--- config.mk ---
export PLATFORM = sky130hd
export DESIGN_NAME = fb_arbiter_flat
export DESIGN_NICKNAME = d
export VERILOG_FILES = /design/src/rtl/vga_pkg.sv /design/src/rtl/fb_arbiter_if.sv /design/src/rtl/fb_addr_calc.sv /design/src/rtl/fb_arbiter.sv /design/src/flat_wrapper.sv
export SDC_FILE = /design/constraint.sdc
export NUM_CORES = 1
export LEC_CHECK = 0
export ABC_AREA = 0
export BUFFER_PORTS_ARGS = -buffer_cell sky130_fd_sc_hd__buf_2
export CORE_ASPECT_RATIO = 2
export CORE_MARGIN = 5
export CORE_UTILIZATION = 30
export CTS_BUF_LIST = sky130_fd_sc_hd__clkbuf_8
export CTS_CLUSTER_SIZE = 25
export DETAILED_ROUTE_END_ITERATION = 8
export MAX_ROUTING_LAYER = met4
export SYNTH_ARGS = -nofsm -noshare
export SYNTH_HDL_FRONTEND = slang
export SYNTH_HIERARCHICAL = 1
export SYNTH_SLANG_ARGS = --single-unit
--- constraint.sdc ---
create_clock -name clk -period 7.55 [get_ports clk]
set_input_delay 1.51 -clock clk [delete_from_list [all_inputs] [get_ports clk]]
set_output_delay 1.51 -clock clk [all_outputs]
set_load 0.02 [all_outputs]
--- src/rtl/vga_pkg.sv ---
// Shared constants and types for the framebuffer arbiter slice.
package vga_pkg;

  localparam int H_ACTIVE    = 640;
  localparam int V_ACTIVE    = 480;
  localparam int SCALE_SHIFT = 2;
  localparam int FB_W        = 160;
  localparam int FB_H        = 120;
  localparam int FB_WORDS    = FB_W * FB_H;

  localparam int ADDR_W = 15;
  localparam int RGB_W  = 3;

  typedef enum logic {
    IDLE  = 1'b0,
    CLEAR = 1'b1
  } fb_state_e;

endpackage

--- src/rtl/fb_arbiter_if.sv ---
// Writer handshake plus single-port RAM bus seen by the arbiter.
// The slave modport is the arbiter's view; master is the environment's view.
interface fb_arbiter_if;
  import vga_pkg::*;

  logic              wr_valid;
  logic              wr_ready;
  logic [7:0]        wr_x;
  logic [6:0]        wr_y;
  logic [RGB_W-1:0]  wr_rgb;

  logic [ADDR_W-1:0] ram_addr;
  logic              ram_we;
  logic [RGB_W-1:0]  ram_wdata;
  logic [RGB_W-1:0]  ram_rdata;

  modport slave (
    input  wr_valid, wr_x, wr_y, wr_rgb, ram_rdata,
    output wr_ready, ram_addr, ram_we, ram_wdata
  );

  modport master (
    output wr_valid, wr_x, wr_y, wr_rgb, ram_rdata,
    input  wr_ready, ram_addr, ram_we, ram_wdata
  );

endinterface

--- src/rtl/fb_addr_calc.sv ---
// Linear framebuffer address y*160 + x built from shifts and adds.
module fb_addr_calc
  import vga_pkg::*;
(
  input  logic [7:0]        x,
  input  logic [6:0]        y,
  output logic [ADDR_W-1:0] addr
);

  // y*160 = y*128 + y*32
  assign addr = {1'b0, y, 7'b0} + {3'b0, y, 5'b0} + {7'b0, x};

endmodule

--- src/rtl/fb_arbiter.sv ---
// Shares the single-port framebuffer between VGA scanout (fixed slot on
// every active pixel strobe), a clear-screen sweeper and a drawing writer.
module fb_arbiter
  import vga_pkg::*;
#(
  parameter int H_ACTIVE    = vga_pkg::H_ACTIVE,
  parameter int V_ACTIVE    = vga_pkg::V_ACTIVE,
  parameter int SCALE_SHIFT = vga_pkg::SCALE_SHIFT,
  parameter int FB_W        = vga_pkg::FB_W,
  parameter int FB_H        = vga_pkg::FB_H,
  parameter int FB_WORDS    = vga_pkg::FB_WORDS
) (
  input  logic             clk,
  input  logic             rst_n,
  input  logic             pix_ce,
  input  logic [9:0]       h_count,
  input  logic [9:0]       v_count,
  input  logic             clr_req,
  input  logic [RGB_W-1:0] clr_rgb,
  output logic             clr_busy,
  output logic [RGB_W-1:0] rgb,
  fb_arbiter_if.slave      bus
);

  localparam logic [9:0]        H_LIM     = 10'(H_ACTIVE);
  localparam logic [9:0]        V_LIM     = 10'(V_ACTIVE);
  localparam logic [7:0]        X_LIM     = 8'(FB_W);
  localparam logic [6:0]        Y_LIM     = 7'(FB_H);
  localparam logic [ADDR_W-1:0] CLR_LAST  = ADDR_W'(FB_WORDS - 1);

  fb_state_e         state_q, state_d;
  logic [ADDR_W-1:0] clr_cnt_q, clr_cnt_d;
  logic [RGB_W-1:0]  clr_rgb_q, clr_rgb_d;
  logic              vld_p1_q, vld_p1_d;
  logic              blank_p1_q, blank_p1_d;
  logic [RGB_W-1:0]  rgb_q, rgb_d;

  logic              active;
  logic              scan_slot;
  logic              wr_in_range;
  logic [7:0]        scan_x;
  logic [6:0]        scan_y;
  logic [ADDR_W-1:0] scan_addr;
  logic [ADDR_W-1:0] wr_addr;

  // Scan coordinates only need to be valid inside the active region.
  assign scan_x = 8'(h_count >> SCALE_SHIFT);
  assign scan_y = 7'(v_count >> SCALE_SHIFT);

  fb_addr_calc u_scan_addr (.x(scan_x),   .y(scan_y),   .addr(scan_addr));
  fb_addr_calc u_wr_addr   (.x(bus.wr_x), .y(bus.wr_y), .addr(wr_addr));

  assign active      = (h_count < H_LIM) && (v_count < V_LIM);
  assign scan_slot   = pix_ce & active;
  assign wr_in_range = (bus.wr_x < X_LIM) && (bus.wr_y < Y_LIM);

  assign clr_busy = (state_q == CLEAR);
  assign rgb      = rgb_q;

  // RAM port mux: scan slot first, then sweeper, then writer.
  always_comb begin
    bus.wr_ready  = rst_n & ~scan_slot & (state_q == IDLE);
    bus.ram_addr  = wr_addr;
    bus.ram_we    = 1'b0;
    bus.ram_wdata = bus.wr_rgb;
    if (scan_slot) begin
      bus.ram_addr = scan_addr;
    end else if (state_q == CLEAR) begin
      bus.ram_addr  = clr_cnt_q;
      bus.ram_we    = rst_n;
      bus.ram_wdata = clr_rgb_q;
    end else if (bus.wr_valid) begin
      bus.ram_we = rst_n & wr_in_range;
    end
  end

  // Clear sweeper FSM: start on request, walk every word once, then idle.
  always_comb begin
    state_d   = state_q;
    clr_cnt_d = clr_cnt_q;
    clr_rgb_d = clr_rgb_q;
    case (state_q)
      IDLE: begin
        if (clr_req) begin
          state_d   = CLEAR;
          clr_cnt_d = '0;
          clr_rgb_d = clr_rgb;
        end
      end
      CLEAR: begin
        if (!scan_slot) begin
          if (clr_cnt_q == CLR_LAST) state_d = IDLE;
          else                       clr_cnt_d = clr_cnt_q + 1'b1;
        end
      end
      default: state_d = IDLE;
    endcase
  end

  // Pixel pipe: read data arrives one cycle after the strobe, blank strobes force black.
  always_comb begin
    vld_p1_d   = scan_slot;
    blank_p1_d = pix_ce & ~active;
    rgb_d      = rgb_q;
    if (vld_p1_q)        rgb_d = bus.ram_rdata;
    else if (blank_p1_q) rgb_d = '0;
  end

  // State, sweeper and pixel registers.
  always_ff @(posedge clk or negedge rst_n) begin
    if (!rst_n) begin
      state_q    <= IDLE;
      clr_cnt_q  <= '0;
      clr_rgb_q  <= '0;
      vld_p1_q   <= 1'b0;
      blank_p1_q <= 1'b0;
      rgb_q      <= '0;
    end else begin
      state_q    <= state_d;
      clr_cnt_q  <= clr_cnt_d;
      clr_rgb_q  <= clr_rgb_d;
      vld_p1_q   <= vld_p1_d;
      blank_p1_q <= blank_p1_d;
      rgb_q      <= rgb_d;
    end
  end

endmodule

--- src/flat_wrapper.sv ---
// flat-port wrapper written by rule: the top's interface ports become plain ports
module fb_arbiter_flat import vga_pkg::*;
#(
  parameter int H_ACTIVE    = vga_pkg::H_ACTIVE,
  parameter int V_ACTIVE    = vga_pkg::V_ACTIVE,
  parameter int SCALE_SHIFT = vga_pkg::SCALE_SHIFT,
  parameter int FB_W        = vga_pkg::FB_W,
  parameter int FB_H        = vga_pkg::FB_H,
  parameter int FB_WORDS    = vga_pkg::FB_WORDS
)
  (clk, rst_n, pix_ce, h_count, v_count, clr_req, clr_rgb, clr_busy, rgb, bus_wr_valid, bus_wr_x, bus_wr_y, bus_wr_rgb, bus_ram_rdata, bus_wr_ready, bus_ram_addr, bus_ram_we, bus_ram_wdata);
  fb_arbiter_if bus_i ();
  input  logic clk;
  input  logic rst_n;
  input  logic pix_ce;
  input  logic [9:0] h_count;
  input  logic [9:0] v_count;
  input  logic clr_req;
  input  logic [RGB_W-1:0] clr_rgb;
  output logic clr_busy;
  output logic [RGB_W-1:0] rgb;
  input wire logic [$bits(bus_i.wr_valid)-1:0] bus_wr_valid;
  input wire logic [$bits(bus_i.wr_x)-1:0] bus_wr_x;
  input wire logic [$bits(bus_i.wr_y)-1:0] bus_wr_y;
  input wire logic [$bits(bus_i.wr_rgb)-1:0] bus_wr_rgb;
  input wire logic [$bits(bus_i.ram_rdata)-1:0] bus_ram_rdata;
  output wire logic [$bits(bus_i.wr_ready)-1:0] bus_wr_ready;
  output wire logic [$bits(bus_i.ram_addr)-1:0] bus_ram_addr;
  output wire logic [$bits(bus_i.ram_we)-1:0] bus_ram_we;
  output wire logic [$bits(bus_i.ram_wdata)-1:0] bus_ram_wdata;
  assign bus_i.wr_valid = bus_wr_valid;
  assign bus_i.wr_x = bus_wr_x;
  assign bus_i.wr_y = bus_wr_y;
  assign bus_i.wr_rgb = bus_wr_rgb;
  assign bus_i.ram_rdata = bus_ram_rdata;
  assign bus_wr_ready = bus_i.wr_ready;
  assign bus_ram_addr = bus_i.ram_addr;
  assign bus_ram_we = bus_i.ram_we;
  assign bus_ram_wdata = bus_i.ram_wdata;
  fb_arbiter #(.H_ACTIVE(H_ACTIVE), .V_ACTIVE(V_ACTIVE), .SCALE_SHIFT(SCALE_SHIFT), .FB_W(FB_W), .FB_H(FB_H), .FB_WORDS(FB_WORDS)) u_core (.clk(clk), .rst_n(rst_n), .pix_ce(pix_ce), .h_count(h_count), .v_count(v_count), .clr_req(clr_req), .clr_rgb(clr_rgb), .clr_busy(clr_busy), .rgb(rgb), .bus(bus_i));
endmodule
==> results.sh <==
export IMPL_outcome="completed"
export IMPL_cts_tree="done"
export IMPL_grt_pass1_vias=2208
export IMPL_reg2reg_depth=4
export IMPL_utilization=0.3570
export IMPL_firstDrtPassIters=4
export IMPL_rsz0062_at_grt="false"
export IMPL_max_stage_delay_ns=0.52
export IMPL_mostFrequentLayoutCell="buf_2"
export IMPL_ys_warn_count=6
export IMPL_drv_cap=0
export IMPL_crit_buf_inv=4
export IMPL_crit_path_end_kind="primary output"
export IMPL_worst_slew_pin_transition_ns=0.9850
export IMPL_clk_path_buf_depth=2
export IMPL_worst_setup_path_start_kind="input port"
export IMPL_fin_skew_ns=0.009417
export IMPL_core_area_um2=7885
export IMPL_hold_violations=0
export IMPL_cts_setup_buffers=0
export IMPL_fin_nets=405
export IMPL_netlist_area_leader_share=0.2496
export IMPL_drt_total_wl_um=6215
export IMPL_worstHoldEndpoint="u_core/rgb[0]"
export IMPL_cp_required_ns=6.04
export IMPL_slew_violations=0
export IMPL_ctsResizeCount=0
export IMPL_synth_area_um2=2406
export IMPL_syn_num_nets=351
export IMPL_die_y_um=136.7
export IMPL_cts_max_level=1
export IMPL_synth_top_area_cell="dfrtp_1"
export IMPL_holdBufCountCts=0
export IMPL_path_clk_slew_ns=0.09
export IMPL_cp_arrival_ns=3.79
export IMPL_ys_async_sr_fraction=1.000
export IMPL_portBuffers=68
export IMPL_hpwl_um=5108
export IMPL_critical_path_class="in2out"
export IMPL_num_vias=2147
export IMPL_powerDensity_nw_per_um2=201.3
export IMPL_min_path_cells=1
export IMPL_drive_gt1_frac=0.2778
export IMPL_drt_initial_drc_count=61
export IMPL_num_rows=46
export IMPL_postPlaceCellArea_um2=2744
export IMPL_r2r_slack_ns=5.05
export IMPL_ys_seq_area_frac=0.2496
export IMPL_drc=0
export IMPL_crit_chain="buf_2 > inv_1 > fa_1 > inv_1 > fa_1 > a21o_2 > nand3_1 > a31oi_1 > a21oi_1 > nand2_1 > a31oi_1 > buf_2"
export IMPL_fin_ws_ns=2.252
export IMPL_min_period_ns=5.298
export IMPL_netlist_top_cells_area="dfrtp_1 25%, ha_1 14%, mux2i_1 9.6%"
export IMPL_leakagePower_nw=1.469
export IMPL_die_w_um=73.33
export IMPL_numCtsBuffers=3
export IMPL_synth_edf_count=0
export IMPL_place_gp_congestion=0.8304
export IMPL_antenna_found_initial=0
export IMPL_hold_start="u_core/rgb[0]"
export IMPL_setup_viol=0
export IMPL_diodes=0
export IMPL_cp_slowest_cell="fa_1"
export IMPL_via_per_inst=5.112
export IMPL_hold_path_class="reg2reg"
export IMPL_layout_common_cells="68 x buf_2, 34 x nand2_1, 27 x ha_1, 24 x dfrtp_1, 23 x mux2i_1"
export IMPL_grt_max_degree=37
export IMPL_clock_latency_ns=0.28
export IMPL_grt_usage=0.1307
export IMPL_fp_dieArea_um2=10020
export IMPL_final_antenna_net_count=0
export IMPL_ir_worst_vdd_v=0.00006705
export IMPL_fmax_mhz=188.7
export IMPL_period_share=0.7017
export IMPL_r2r_start="u_core/clr_busy"
export IMPL_start_util=0.3051
export IMPL_crit_family="adder cells"
export IMPL_r2r_end="u_core/clr_cnt_q[1]"
export IMPL_wl_per_cell_um=14.80
export IMPL_tns_ns=0
export IMPL_synth_seq_cells=24
export IMPL_root_buffer="clkbuf_8"
export IMPL_grt_pass1_wl_um=10160
export IMPL_postSynthCellCount=271
export IMPL_design_area_um2=2815
export IMPL_synth_cell_type_count=46
export IMPL_syn_area_per_cell_um2=8.878
export IMPL_syn2layout_area_growth_pct=17.00
export IMPL_cts_sinks=24
export IMPL_relSlewSlack=0.3433
export IMPL_p_total_uw=566.7
export IMPL_pre_cts_ws_ns=2.260
export IMPL_grt_overflow=0
export IMPL_path_max_fanout=2
export IMPL_synthFlopType="dfrtp_1"
export IMPL_ios=73
## layer usage
layer / up-vias / global-route usage / routed length [um]
li1: 1085 / - / -
met1: 1006 / 0.1340 / 2211
met2: 41 / 0.2448 / 3559
met3: 15 / 0.008824 / 228
met4: 0 / 0.05948 / 216
met5: - / - / 0
## how the worst max path moves through the flow
stage,depth (start not counted),slack [ns],startpoint,end
5_1_grt,12,2.07,bus_wr_y[0],bus_ram_addr[12]
4_1_cts,12,2.24,bus_wr_y[0],bus_ram_addr[12]
2_1_floorplan,9,2.41,bus_wr_y[0],bus_ram_addr[10]
3_3_place_gp,12,2.24,bus_wr_y[0],bus_ram_addr[12]
3_5_place_dp,12,2.26,bus_wr_y[0],bus_ram_addr[12]
6_report,12,2.25,bus_wr_y[0],bus_ram_addr[12]
## where the power goes
group	internal, mW	switching, mW
registers	0.157	0.0399
clock network	0.0710	0.0451
logic	0.110	0.143
total	0.338	0.229
## registers in the layout, summed over array words and instances, names as in the netlist
name	cells
u_core/clr_cnt_q	15
u_core/rgb	3
u_core/blank_p1_q	1
u_core/vld_p1_q	1
u_core/clr_busy	1
u_core/clr_rgb_q	3
## final cells by class
cell class / instances / area, um2
sequential: 24 / 600.6
multi-input combinational: 211 / 1619
inverter: 17 / 63.81
clock inverter: 1 / 30.03
clock buffer: 3 / 41.29
timing repair buffer: 68 / 340.3
fill: 822 / 5070
tap: 96 / 120.1
## logic make-up after synthesis
kind of cell             after synthesis  share of synthesized area
AND/OR/NAND/NOR                       81                     0.1716
AO/OA/AOI/OAI                         59                     0.1638
buffers and inverters                 36                    0.07748
adder cells (fa/ha/maj)               31                     0.1737
multiplexers                          29                     0.1238
flip-flops                            24                     0.2496
XOR/XNOR                              11                    0.04004
## cell usage after synthesis, drive strengths merged (5+ instances only)
library cell / n
nor4: 5
mux2i: 23
ha: 27
xor2: 7
a21oi: 10
nand4: 9
nor2: 13
buf: 15
o21ai: 20
nand3: 8
inv: 17
nand2: 34
mux2: 6
dfrtp: 24
## stage by stage
step / std cells / hold slack, ns
CTS: 420 / 0.5197
global route: 420 / 0.5423
floorplan: 271 / 0.4671
detailed placement: 416 / 0.4918
finish: 420 / 0.5174
global placement: 416 / 0.4804
Power figures use the tool's default switching activity.
